===== config.mk =====
export PLATFORM = sky130hd
export DESIGN_NAME = bus_controller_flat
export DESIGN_NICKNAME = d
export VERILOG_FILES = /design/src/rtl/bus_controller_if.sv /design/src/rtl/bus_controller.sv /design/src/flat_wrapper.sv
export SDC_FILE = /design/constraint.sdc
export NUM_CORES = 1
export LEC_CHECK = 0
export CORE_AREA = 2 2 112 114
export DETAILED_ROUTE_END_ITERATION = 6
export DIE_AREA = 0 0 114 116
export DONT_BUFFER_PORTS = 1
export PLACE_DENSITY = 0.81
export SYNTH_ARGS = -nofsm -noshare
export SYNTH_HDL_FRONTEND = slang
export SYNTH_SLANG_ARGS = --single-unit

===== constraint.sdc =====
create_clock -name clk -period 6.01 [get_ports clk]
set_input_delay 0.9015 -clock clk [delete_from_list [all_inputs] [get_ports clk]]
set_output_delay 0.9015 -clock clk [all_outputs]
set_load 0.05 [all_outputs]

===== src/rtl/bus_controller_if.sv =====
// ----------------------------------------------------------------------------
// bus_controller_if
// CPU-side bus bundle for bus_controller.
//   cpuAddress        CPU byte address
//   cpuDataOut        CPU write data
//   cpuDataIn         read data returned to the CPU
//   cpuBusValid       transaction request
//   cpuBusInstr       1 = instruction fetch, 0 = data access
//   cpuBusWriteEnable 1 = write, 0 = read
//   cpuBusReady       one-cycle completion pulse
//   busError          one-cycle error pulse, coincident with cpuBusReady
//   errorAddress      address of the most recent failed transaction
// master = CPU side, slave = controller side.
// ----------------------------------------------------------------------------
interface bus_controller_if;
    logic [31:0] cpuAddress;
    logic [31:0] cpuDataOut;
    logic [31:0] cpuDataIn;
    logic        cpuBusValid;
    logic        cpuBusInstr;
    logic        cpuBusWriteEnable;
    logic        cpuBusReady;
    logic        busError;
    logic [31:0] errorAddress;

    modport master (
        output cpuAddress, cpuDataOut, cpuBusValid, cpuBusInstr, cpuBusWriteEnable,
        input  cpuDataIn, cpuBusReady, busError, errorAddress
    );

    modport slave (
        input  cpuAddress, cpuDataOut, cpuBusValid, cpuBusInstr, cpuBusWriteEnable,
        output cpuDataIn, cpuBusReady, busError, errorAddress
    );
endinterface


===== src/rtl/bus_controller.sv =====
// ----------------------------------------------------------------------------
// bus_controller
// Decodes CPU bus requests onto a 1-cycle-latency RAM port or a
// ready-handshaked IO window; everything else is reported as a bus error.
//   clk / reset     clock, asynchronous active-low reset
//   cpu             CPU bus (bus_controller_if.slave)
//   ram*            RAM word port; strobes are asserted in the accept cycle
//   io*             IO port; ioValid held until ioReady or timeout
// ----------------------------------------------------------------------------
module bus_controller #(
    parameter int          RAM_ADDR_BITS = 12,
    parameter logic [31:0] IO_BASE       = 32'hF000_0000,
    parameter int          IO_TIMEOUT    = 16
) (
    input  logic                     clk,
    input  logic                     reset,
    bus_controller_if.slave          cpu,
    output logic [RAM_ADDR_BITS-1:0] ramAddress,
    output logic [31:0]              ramDataOut,
    input  logic [31:0]              ramDataIn,
    output logic                     ramChipSelect,
    output logic                     ramWriteEnable,
    output logic [7:0]               ioAddress,
    output logic [31:0]              ioDataOut,
    input  logic [31:0]              ioDataIn,
    output logic                     ioValid,
    output logic                     ioWriteEnable,
    input  logic                     ioReady
);
    localparam int          CW        = $clog2(IO_TIMEOUT + 1);
    localparam logic [32:0] RAM_LIMIT = 33'd4 << RAM_ADDR_BITS;

    typedef enum logic [1:0] {IDLE, RAM_WAIT, IO_WAIT, DONE} state_t;

    state_t         r_state, w_next;
    logic           r_live;      // low for the first cycle after reset release
    logic [31:0]    r_addr;
    logic           r_wr;
    logic [31:0]    r_dataIn;
    logic           r_ready, r_busErr;
    logic [31:0]    r_errAddr;
    logic           r_ioValid, r_ioWe;
    logic [7:0]     r_ioAddr;
    logic [31:0]    r_ioData;
    logic [CW-1:0]  r_cnt;

    logic        w_accept, w_isRam, w_isIo, w_illegal, w_ramHit;
    logic        w_err, w_timeout;
    logic [31:0] w_ioOff;

    // Decode works straight off the live CPU bus in the accept cycle so the
    // RAM can be strobed immediately; r_live keeps the first post-reset
    // cycle strobe-free even if the CPU already holds cpuBusValid.
    assign w_accept  = (r_state == IDLE) && r_live && cpu.cpuBusValid;
    assign w_isRam   = {1'b0, cpu.cpuAddress} < RAM_LIMIT;
    assign w_ioOff   = cpu.cpuAddress - IO_BASE;
    assign w_isIo    = (cpu.cpuAddress >= IO_BASE) && (w_ioOff < 32'd1024);
    assign w_illegal = (cpu.cpuBusInstr && cpu.cpuBusWriteEnable) ||
                       (cpu.cpuBusInstr && w_isIo) || (!w_isRam && !w_isIo);
    assign w_ramHit  = w_accept && w_isRam && !w_illegal;

    assign ramChipSelect  = w_ramHit;
    assign ramWriteEnable = w_ramHit && cpu.cpuBusWriteEnable;
    assign ramAddress     = w_ramHit ? cpu.cpuAddress[RAM_ADDR_BITS+1:2] : '0;
    assign ramDataOut     = (w_ramHit && cpu.cpuBusWriteEnable) ? cpu.cpuDataOut : '0;

    assign ioValid        = r_ioValid;
    assign ioWriteEnable  = r_ioWe;
    assign ioAddress      = r_ioAddr;
    assign ioDataOut      = r_ioData;

    assign cpu.cpuDataIn    = r_dataIn;
    assign cpu.cpuBusReady  = r_ready;
    assign cpu.busError     = r_busErr;
    assign cpu.errorAddress = r_errAddr;

    always_ff @(posedge clk or negedge reset) begin
        if (!reset) r_state <= IDLE;
        else        r_state <= w_next;
    end

    always_comb begin
        w_next    = r_state;
        w_err     = 1'b0;
        w_timeout = 1'b0;
        case (r_state)
            IDLE: if (w_accept) begin
                if (w_illegal) begin
                    w_next = DONE;
                    w_err  = 1'b1;
                end else if (w_isRam) begin
                    w_next = RAM_WAIT;
                end else begin
                    w_next = IO_WAIT;
                end
            end
            RAM_WAIT: w_next = DONE;
            IO_WAIT: if (ioReady) begin
                w_next = DONE;
            end else if (r_cnt <= CW'(1)) begin
                // this is the last allowed wait cycle
                w_next    = DONE;
                w_timeout = 1'b1;
                w_err     = 1'b1;
            end
            DONE: w_next = IDLE;
            default: w_next = IDLE;
        endcase
    end

    always_ff @(posedge clk or negedge reset) begin
        if (!reset) begin
            r_live    <= 1'b0;
            r_addr    <= '0;
            r_wr      <= 1'b0;
            r_dataIn  <= '0;
            r_ready   <= 1'b0;
            r_busErr  <= 1'b0;
            r_errAddr <= '0;
            r_ioValid <= 1'b0;
            r_ioWe    <= 1'b0;
            r_ioAddr  <= '0;
            r_ioData  <= '0;
            r_cnt     <= '0;
        end else begin
            r_live   <= 1'b1;
            r_ready  <= (w_next == DONE);
            r_busErr <= w_err;
            if (w_err) r_errAddr <= (r_state == IDLE) ? cpu.cpuAddress : r_addr;
            case (r_state)
                IDLE: if (w_accept) begin
                    r_addr <= cpu.cpuAddress;
                    r_wr   <= cpu.cpuBusWriteEnable;
                    if (w_illegal) begin
                        if (!cpu.cpuBusWriteEnable) r_dataIn <= 32'hDEAD_BEEF;
                    end else if (!w_isRam) begin
                        r_ioValid <= 1'b1;
                        r_ioWe    <= cpu.cpuBusWriteEnable;
                        r_ioAddr  <= cpu.cpuAddress[9:2];
                        r_ioData  <= cpu.cpuDataOut;
                        r_cnt     <= CW'(IO_TIMEOUT);
                    end
                end
                RAM_WAIT: if (!r_wr) r_dataIn <= ramDataIn;
                IO_WAIT: begin
                    if (ioReady) begin
                        r_ioValid <= 1'b0;
                        r_ioWe    <= 1'b0;
                        r_cnt     <= '0;
                        if (!r_wr) r_dataIn <= ioDataIn;
                    end else if (w_timeout) begin
                        r_ioValid <= 1'b0;
                        r_ioWe    <= 1'b0;
                        r_cnt     <= '0;
                        r_dataIn  <= 32'hFFFF_FFFF;
                    end else begin
                        r_cnt <= r_cnt - CW'(1);
                    end
                end
                default: ;
            endcase
        end
    end
endmodule


===== src/flat_wrapper.sv =====
// flat-port wrapper written by rule: the top's interface ports become plain ports
module bus_controller_flat 
#(
    parameter int          RAM_ADDR_BITS = 12,
    parameter logic [31:0] IO_BASE       = 32'hF000_0000,
    parameter int          IO_TIMEOUT    = 16
)
  (clk, reset, ramAddress, ramDataOut, ramDataIn, ramChipSelect, ramWriteEnable, ioAddress, ioDataOut, ioDataIn, ioValid, ioWriteEnable, ioReady, cpu_cpuAddress, cpu_cpuDataOut, cpu_cpuBusValid, cpu_cpuBusInstr, cpu_cpuBusWriteEnable, cpu_cpuDataIn, cpu_cpuBusReady, cpu_busError, cpu_errorAddress);
  bus_controller_if cpu_i ();
  input  logic clk;
  input  logic reset;
  output logic [RAM_ADDR_BITS-1:0] ramAddress;
  output logic [31:0] ramDataOut;
  input  logic [31:0] ramDataIn;
  output logic ramChipSelect;
  output logic ramWriteEnable;
  output logic [7:0] ioAddress;
  output logic [31:0] ioDataOut;
  input  logic [31:0] ioDataIn;
  output logic ioValid;
  output logic ioWriteEnable;
  input  logic ioReady;
  input wire logic [$bits(cpu_i.cpuAddress)-1:0] cpu_cpuAddress;
  input wire logic [$bits(cpu_i.cpuDataOut)-1:0] cpu_cpuDataOut;
  input wire logic [$bits(cpu_i.cpuBusValid)-1:0] cpu_cpuBusValid;
  input wire logic [$bits(cpu_i.cpuBusInstr)-1:0] cpu_cpuBusInstr;
  input wire logic [$bits(cpu_i.cpuBusWriteEnable)-1:0] cpu_cpuBusWriteEnable;
  output wire logic [$bits(cpu_i.cpuDataIn)-1:0] cpu_cpuDataIn;
  output wire logic [$bits(cpu_i.cpuBusReady)-1:0] cpu_cpuBusReady;
  output wire logic [$bits(cpu_i.busError)-1:0] cpu_busError;
  output wire logic [$bits(cpu_i.errorAddress)-1:0] cpu_errorAddress;
  assign cpu_i.cpuAddress = cpu_cpuAddress;
  assign cpu_i.cpuDataOut = cpu_cpuDataOut;
  assign cpu_i.cpuBusValid = cpu_cpuBusValid;
  assign cpu_i.cpuBusInstr = cpu_cpuBusInstr;
  assign cpu_i.cpuBusWriteEnable = cpu_cpuBusWriteEnable;
  assign cpu_cpuDataIn = cpu_i.cpuDataIn;
  assign cpu_cpuBusReady = cpu_i.cpuBusReady;
  assign cpu_busError = cpu_i.busError;
  assign cpu_errorAddress = cpu_i.errorAddress;
  bus_controller #(.RAM_ADDR_BITS(RAM_ADDR_BITS), .IO_BASE(IO_BASE), .IO_TIMEOUT(IO_TIMEOUT)) u_core (.clk(clk), .reset(reset), .cpu(cpu_i), .ramAddress(ramAddress), .ramDataOut(ramDataOut), .ramDataIn(ramDataIn), .ramChipSelect(ramChipSelect), .ramWriteEnable(ramWriteEnable), .ioAddress(ioAddress), .ioDataOut(ioDataOut), .ioDataIn(ioDataIn), .ioValid(ioValid), .ioWriteEnable(ioWriteEnable), .ioReady(ioReady));
endmodule

# Yosys cells after proc, flatten, opt, wreduce, memory -nomap -nowiden
# Cells that the tools add are included.
# totals
input_bits,134
regBits,149
# op_classes
n_addsub,2
n_reduce_logical,22
n_eq_ne,12
magnitude_cmp,4
n_mux,39
bitwise_logic,2
# ops
cell,count
2-to-1 mux 32 bit,9
one-hot mux 32 bit (3 select lines),1
">= comparator 32 bit, second input constant",1
"less-than comparator 32 x 11 -> 1 bit, second input constant",1
"less-than comparator 32 x 15 -> 1 bit, second input constant",1
"subtractor 32 bit, second input constant",1
2-to-1 mux 5 bit,5
2-to-1 mux 1 bit,13
2-to-1 mux 12 bit,1
2-to-1 mux 2 bit,5
one-hot mux 5 bit (2 select lines),1
logical AND 1 bit,9
"inequality test 2 bit, second input constant",4
one-hot mux 2 bit (4 select lines),1
AND reduction 4 bit,2
AND reduction 7 bit,1
"equality test 2 bit, second input constant",3
one-hot mux 1 bit (2 select lines),3
"<= comparator 5 x 1 -> 1 bit, second input constant",1
AND reduction 5 bit,1
"subtractor 5 x 1 -> 5 bit, second input constant",1
"inequality test 2 x 1 -> 1 bit, second input constant",2
logical NOT 1 bit,3
"inequality test 3 x 2 -> 1 bit, second input constant",1
other kinds (8),10

# Logic depth before layout (Yosys ltp)
# Gate-level depths: netlist of the first run.
# depth
depth_word,10
ltp_mapped,10
mapped_depth_nobuf,7

# Worst setup path before layout of the first run
# No wires, ideal clock.
# synth_timing
path_kind,input to output
start,input port cpu_cpuAddress[25]
end,output port ramDataOut[22]
path_stages,7
path_slack_ns,2.170
t_arrival_ns,2.938
path_cell_list,nor4_1 and4_1 clkbuf_2 nand3_1 nor3_2 clkbuf_1 and2_1
# synth_via
elab_chain_cells,10
elab_cells_between_ends,16
classes_between,1 x add/sub; 3 x order compare; 1 x mux; 11 x reduce/logical
# synth_rtl
item,line,rtl
start: declaration,flat_wrapper.sv:23,input wire logic [$bits(cpu_i.cpuAddress)-1:0] cpu_cpuAddress;
subtractor 32 bit,bus_controller.sv:56,assign w_ioOff = cpu.cpuAddress - IO_BASE;
less-than comparator 32 x 11 -> 1 bit,bus_controller.sv:57,assign w_isIo = (cpu.cpuAddress >= IO_BASE) && (w_ioOff < 32'd1024);
logical AND 1 bit,bus_controller.sv:57,
logical AND 1 bit / logical NOT 1 bit (equally long branches),bus_controller.sv:59,(cpu.cpuBusInstr && w_isIo) || (!w_isRam && !w_isIo);
logical OR 1 bit / logical AND 1 bit (equally long branches),"bus_controller.sv:58, bus_controller.sv:59",
logical OR 1 bit,bus_controller.sv:59,
logical NOT 1 bit,bus_controller.sv:60,assign w_ramHit = w_accept && w_isRam && !w_illegal;
logical AND 1 bit (*),bus_controller.sv:60,
logical AND 1 bit (*),--,
net ramWriteEnable,flat_wrapper.sv:16,output logic ramWriteEnable;
2-to-1 mux 32 bit (*),bus_controller.sv:65,assign ramDataOut = (w_ramHit && cpu.cpuBusWriteEnable) ? cpu.cpuDataOut : '0;
end: declaration,flat_wrapper.sv:13,output logic [31:0] ramDataOut;
# Mark *: on every way through the listed nets, which the timed path passes. The rest lies on a longest branch.

# Final worst setup path of the first run
# layout_timing
start,register u_core.r_state[0]
end,output port ramAddress[7]
# layout_via
elab_chain_cells,6
# layout_rtl
item,line,rtl
start: declaration,bus_controller.sv:35,"state_t r_state, w_next;"
start signal: assignment,bus_controller.sv:79,else r_state <= w_next;
logical NOT 2 bit,bus_controller.sv:54,assign w_accept = (r_state == IDLE) && r_live && cpu.cpuBusValid;
logical AND 1 bit (2 in a row),bus_controller.sv:54,
logical AND 1 bit (2 in a row),bus_controller.sv:60,
2-to-1 mux 12 bit,bus_controller.sv:64,assign ramAddress = w_ramHit ? cpu.cpuAddress[RAM_ADDR_BITS+1:2] : '0;
end: declaration,flat_wrapper.sv:12,output logic [RAM_ADDR_BITS-1:0] ramAddress;
# Every way passes these cells.

==> results.yml, run 1 <==
final_layout:
  multiInputGateArea_mm2: 0.003274
  fin_util_pct: 65.96
  diodes: 0
  postLayoutCellArea_mm2: 0.007856
  area_growth_pct: 8.427
  seqCellArea_mm2: 0.003729
  drive_gt1_share_pct: 24.08
  layout.nets: 751
  fillCellCount: 870
global_route:
  antenna_found_initial: 0
  track_usage_pct: 24.54
  grt_pass1_vias: 4588
  grt_max_degree: 150
  grt-ovfl-total: 0
  grt_pass1_wl_um: 24800
power_and_ir_drop:
  p_leak_uw: 0.003778
  vdd.ir_drop.worst_mv: 0.3746
  power_density_mw_per_mm2: 607.5
critical_path:
  regToRegStartpoint: "u_core.r_state[0]$_DFF_PN0_"
  rrSetupSlack_ps: 2850
  startpoint_type: "flop"
  r2r_cells: 8
  reg2reg_to: "u_core.cpu.errorAddress[31]$_DFFE_PN0P_"
  end_kind: "primary output"
  cp_data_arrival_time_ps: 3450
  crit_path_max_fanout: 37
  cp.required_ps: 5110
  criticalPathCategory: "flop to primary output"
die:
  die_h_um: 116
  core_mm2: 0.01191
  fp.dieW_um: 114
  dieArea_mm2: 0.01322
  initial_core_util_pct: 60.83
  io_pins: 288
  rows: 40
detailed_routing:
  drc_errors: 0
  wl_per_cell_um: 21.12
  routed_wl_um: 16260
  firstDrtPassIters: 5
  postRouteAntennaNets: 0
  drt-initial-drc-count: 334
  vias_per_cell: 6.166
  vias: 4748
clock_network:
  root_buffer: "clkbuf_16"
  cts_buffer_depth: 2
  cts.clk_slew.worst_paths_ps: 60
  clock_latency_ps: 410
  cts_setup_buffers: 0
  cts_tree: "built"
  cts_hold_buf: 0
  cts.sinks: 149
  htreeDepth: 4
  post_cts_resized: 0
  numCtsBuffers: 17
synthesis:
  synthCells: 629
  postSynthAreaPerCell_um2: 11.52
  yosys.area.top_type: "dfrtp_1"
  synth-main-ff-cell: "dfrtp_1"
  syn_area_mm2: 0.007246
  ys.warnings.count: 0
  syn_nets: 769
  yosysTopAreaCellShare_pct: 51.46
  yosysUniqueCellTypes: 53
  synth-seq-cells: 149
  synth_area_leaders: "dfrtp_1 (51%), mux2_4 (13%), nand2_1 (7.3%)"
  seq_area_frac_synth_pct: 51.46
  synth_edf_count: 0
  ys_async_sr_fraction_pct: 100.0
timing:
  min_period_ps: 4354
  worstMarginPinSlew_ps: 1236
  drv_slew: 0
  rsz0062_at_grt: "false"
  finalCritPeriodShare_pct: 72.44
  timing.slew.headroom_pct: 17.58
  whs_ps: 182.7
  fin_skew_ps: 8.543
  hold_violations: 0
  finalSetupTns_ps: 0
  clock.fmax_mhz: 229.7
  finalSetupViolCount: 0
placement:
  place_congestion: 0.7418
  placed_area_mm2: 0.007251
  port_buffers: 0
  dp_hpwl_um: 11090
flow_run:
  maxCapViolations: 0
outcome:
  status: "completed"
worst_hold_path:
  worstHoldPathType: "input pin to asynchronous set/reset pin"
placed cells by master, fill, tap and decap left out, types with 2 or more instances in the layout:
| cell | n |
|---|---|
| nor3_1 | 2 |
| buf_4 | 5 |
| nor3_4 | 2 |
| and2_1 | 45 |
| mux2_4 | 65 |
| clkbuf_8 | 6 |
| bufinv_16 | 2 |
| ha_1 | 5 |
| a21o_1 | 2 |
| a22oi_1 | 8 |
| clkinvlp_4 | 2 |
| mux2_2 | 40 |
| clkinv_2 | 2 |
| nor2_1 | 4 |
| clkbuf_16 | 17 |
| nand2_1 | 141 |
| o311ai_1 | 2 |
| nor4_1 | 5 |
| o2bb2ai_1 | 2 |
| nand3_1 | 4 |
| inv_1 | 6 |
| a221oi_1 | 24 |
| nand2b_1 | 11 |
| dfrtp_1 | 149 |
| o21ai_0 | 32 |
| o31ai_1 | 10 |
power breakdown:
part | internal, µW | switching [µW] | total, µW
Sequential | 1340 | 965 | 2300
Combinational | 667 | 744 | 1410
Clock | 674 | 386 | 1060
through the flow:
step	std cells	power, µW	setup WS, ps
after CTS	770	4805	1637
after global placement	739	3628	1797
after detailed placement	739	3728	1700
after floorplan	629	3457	2170
after global routing	770	5040	1469
final	770	4773	1656
flip-flops by register name, summed over array words and instances (netlist names):
signal / count
u_core.r_live: 1
u_core.ioValid: 1
u_core.ioWriteEnable: 1
u_core.cpu.cpuBusReady: 1
u_core.cpu.errorAddress: 32
u_core.cpu.cpuDataIn: 32
u_core.r_addr: 32
u_core.r_wr: 1
u_core.r_cnt: 5
u_core.ioAddress: 8
u_core.cpu.busError: 1
u_core.r_state: 2
u_core.ioDataOut: 32
worst max-delay path by stage:
stage                                startpoint        endpoint  slack (ps)  cells past startpoint
global placement             cpu_cpuAddress[22]   ramAddress[6]        1800                      5
detailed placement           cpu_cpuAddress[22]   ramAddress[6]        1700                      5
global route        u_core.r_state[0]$_DFF_PN0_   ramAddress[6]        1470                      8
finish              u_core.r_state[0]$_DFF_PN0_   ramAddress[7]        1660                      8
floorplan                    cpu_cpuAddress[25]  ramDataOut[22]        2170                      7
CTS                 u_core.r_state[0]$_DFF_PN0_   ramAddress[6]        1640                      8
synthesized netlist by cell type (2+ instances only):
master / number
nor2_1: 4
o31ai_1: 10
nor3_1: 2
a22oi_1: 8
nand2_1: 141
buf_4: 5
dfrtp_1: 149
nand2b_1: 11
o311ai_1: 2
buf_2: 3
inv_1: 6
mux2_4: 65
clkbuf_2: 2
a221oi_1: 24
a21o_1: 2
ha_1: 6
clkbuf_1: 24
nand3_1: 4
o21ai_0: 32
a21oi_1: 2
mux2_2: 40
and2_1: 45
nor4_1: 5
buf_6: 7
o2bb2ai_1: 2
cell families after synthesis:
logic type / share of synthesized area (%)
muxes: 19.82
DFF: 51.46
and+or+nand+nor: 14.64
other: 0.05175
buffers and inverters: 3.609
AOI/OAI and AO/OA: 9.377
adders and majority gates: 1.036
area by class of cell:
type / instances / area share (%)
clock buffer: 24 / 6.514
clock inverter: 7 / 1.194
tap: 147 / 2.341
sequential: 149 / 47.46
multi-input combinational: 431 / 41.68
inverter: 7 / 0.3344
timing repair buffer: 5 / 0.4778
critical path, cell delays in order, from the launching register on:
cell     delay (ps)
dfrtp_1         430
inv_1           100
ha_2            170
inv_1           100
nor2_4          110
buf_4           380
nand3_1         230
a21oi_2         940
and2_1          570
metal layers:
| layer | share of wire (%) | GRT usage (%) | wire length (µm) |
|---|---|---|---|
| met5 | 0 | 0 | 0 |
| met4 | 1.8 | 10.08 | 299 |
| met3 | 8.4 | 9.153 | 1361 |
| met2 | 50 | 39.01 | 8053 |
| met1 | 40 | 30.57 | 6549 |
Note: power is estimated with default switching activity, not from simulation.
==> run 2: changes to the inputs <==
- CORE_AREA: 2 2 112 114 -> not set
- CORE_UTILIZATION: not set -> 57
- DIE_AREA: 0 0 114 116 -> not set
- PLACE_DENSITY: 0.81 -> 0.8
- clock period: 6.01 -> 3.9 ns (I/O delays scaled with it)
==> run 2 against run 1 <==
The flow now finishes with violations (hold timing). Sequential power grew 54%. Sequential share of layout area decreased by 4.9 points. Clock power grew 44%. Critical path depth unchanged. Global-route usage is 2.8 points higher. First-iteration DRC count grew 0.60%. Clock skew grew 5.3 ps. Combinational power up 54%. Cell count is 9.4% higher. Non-clock buffer count grew 49. Routed wire length is 8.1% higher. Worst hold slack got worse by 310 ps.
==> results.yml, run 2 (same netlist as run 1, synthesis figures left out) <==
die:
  die_h_um: 114.7
  io_pins: 288
  dieArea_mm2: 0.01317
  core_mm2: 0.01221
  rows: 40
  initial_core_util_pct: 59.33
  fp.dieW_um: 114.7
final_layout:
  fillCellCount: 844
  layout.nets: 800
  final_common_cell: "dfrtp_1"
  seqCellArea_mm2: 0.003729
  multiInputGateArea_mm2: 0.003269
  final_cell_mix: "dfrtp_1 (149), nand2_1 (141), mux2_4 (65), and2_1 (45), buf_12 (45)"
  drive_gt1_share_pct: 29.72
  area_growth_pct: 20.98
clock_network:
  clock_latency_ps: 420
  htreeDepth: 4
  post_cts_resized: 0
  cts_buffer_depth: 2
  cts_setup_buffers: 0
  root_buffer: "clkbuf_16"
  cts_tree: "built"
  cts.clk_slew.worst_paths_ps: 70
  cts.sinks: 149
  numCtsBuffers: 17
critical_path:
  crit_path_max_fanout: 23
  cp_data_arrival_time_ps: 3070
  startpoint_type: "flop"
  cp.required_ps: 3310
  criticalPathCategory: "flop to primary output"
  end_kind: "primary output"
  rrSetupSlack_ps: 820
detailed_routing:
  postRouteAntennaNets: 0
  routed_wl_um: 17580
  vias_per_cell: 5.932
  drt-initial-drc-count: 336
  drc_errors: 0
  wl_per_cell_um: 20.88
  vias: 4995
  firstDrtPassIters: 5
global_route:
  track_usage_pct: 27.30
  grt_pass1_wl_um: 27110
  antenna_found_initial: 1
  grt_pass1_vias: 5104
  grt-ovfl-total: 0
  grt_max_degree: 150
flow_run:
  maxCapViolations: 0
timing:
  timing.slew.headroom_pct: 36.00
  rsz0062_at_grt: "false"
  finalCritPeriodShare_pct: 93.74
  min_period_ps: 3656
  drv_slew: 0
  fin_skew_ps: 13.81
  finalSetupViolCount: 0
  hold_violations: 149
  whs_ps: -131.9
  worstMarginPinSlew_ps: 960.0
  finalSetupTns_ps: 0
  clock.fmax_mhz: 273.5
power_and_ir_drop:
  power_density_mw_per_mm2: 828.2
  p_leak_uw: 0.004142
  power.total_uw: 7260
  vdd.ir_drop.worst_mv: 0.5801
outcome:
  violations: "hold timing"
  status: "finished with violations"
placement:
  place_congestion: 0.8766
  dp_hpwl_um: 12480
  port_buffers: 0
worst_hold_path:
  worstHoldPathType: "input pin to asynchronous set/reset pin"
==> run 2: cell types whose count changed in the layout (fill, tap and decap cells not counted), moves of 3 or more <==
cell / delta
buf_4: +4
clkinv_2: +3
buf_12: +45
clkbuf_8: -4
==> run 2: power by group <==
group	switching, µW	leakage (µW)	total [µW]	internal (µW)
Clock	623	0.000272	1530	909
Sequential	1490	0.00191	3550	2060
Combinational	1140	0.00196	2170	1040
Total	3260	0.00414	7260	4000
==> run 2: layout make-up <==
| cell class | count | share of cell area [%] |
|---|---|---|
| Antenna cell | 1 | 0.02855 |
| Clock buffer | 20 | 5.210 |
| Clock inverter | 12 | 1.185 |
| Inverter | 7 | 0.2997 |
| Multi-Input combinational cell | 431 | 37.30 |
| Sequential cell | 149 | 42.54 |
| Tap cell | 168 | 2.398 |
| Timing Repair Buffer | 54 | 11.05 |
==> run 2: path summary, 6_finish.rpt <==
path | startpoint | to | depth (start not counted)
max | u_core.r_state[0]$_DFF_PN0_ | ramAddress[5] | 8
max reg2reg | u_core.r_state[0]$_DFF_PN0_ | u_core.cpu.errorAddress[1]$_DFFE_PN0P_ | 9
min in group clk | cpu_cpuAddress[31] | u_core.r_addr[31]$_DFFE_PN0P_ | 2
min reg2reg | u_core.r_addr[22]$_DFFE_PN0P_ | u_core.r_addr[22]$_DFFE_PN0P_ | 2
min | reset | u_core.ioWriteEnable$_DFFE_PN0P_ | 0
max in group asynchronous | reset | u_core.cpu.cpuDataIn[20]$_DFFE_PN0P_ | 0
==> run 2: layer usage <==
metal | vias to the layer above | track usage, % | share of wire (%)
met1 | 2477 | 31.80 | 37
met2 | 237 | 46.59 | 52
met3 | 27 | 9.120 | 8.5
li1 | 2254 | - | -
met4 | 0 | 11.17 | 1.8
met5 | - | 0 | 0
==> run 2: through the flow <==
stage / area (µm²) / util [%] / setup WS, ps / hold slack, ps / std cells
after CTS: 8763 / 71.76 / 247.4 / -156.7 / 841
after global placement: 8203 / 67.17 / 927.9 / 292.7 / 809
after detailed placement: 8203 / 67.17 / 709.6 / 292.7 / 809
after global routing: 8766 / 71.78 / 112.1 / -158.0 / 842
final: 8766 / 71.78 / 244.2 / -131.9 / 842
after floorplan: 7246 / - / 686.2 / 289.4 / 629
==> run 2: worst max-delay path, stage by stage, from the launching register on <==
cell	delay [ps]
dfrtp_1	430
inv_1	110
ha_2	540
inv_1	190
nor2_2	160
nand3_1	160
a21oi_2	600
and2_1	300
buf_12	160
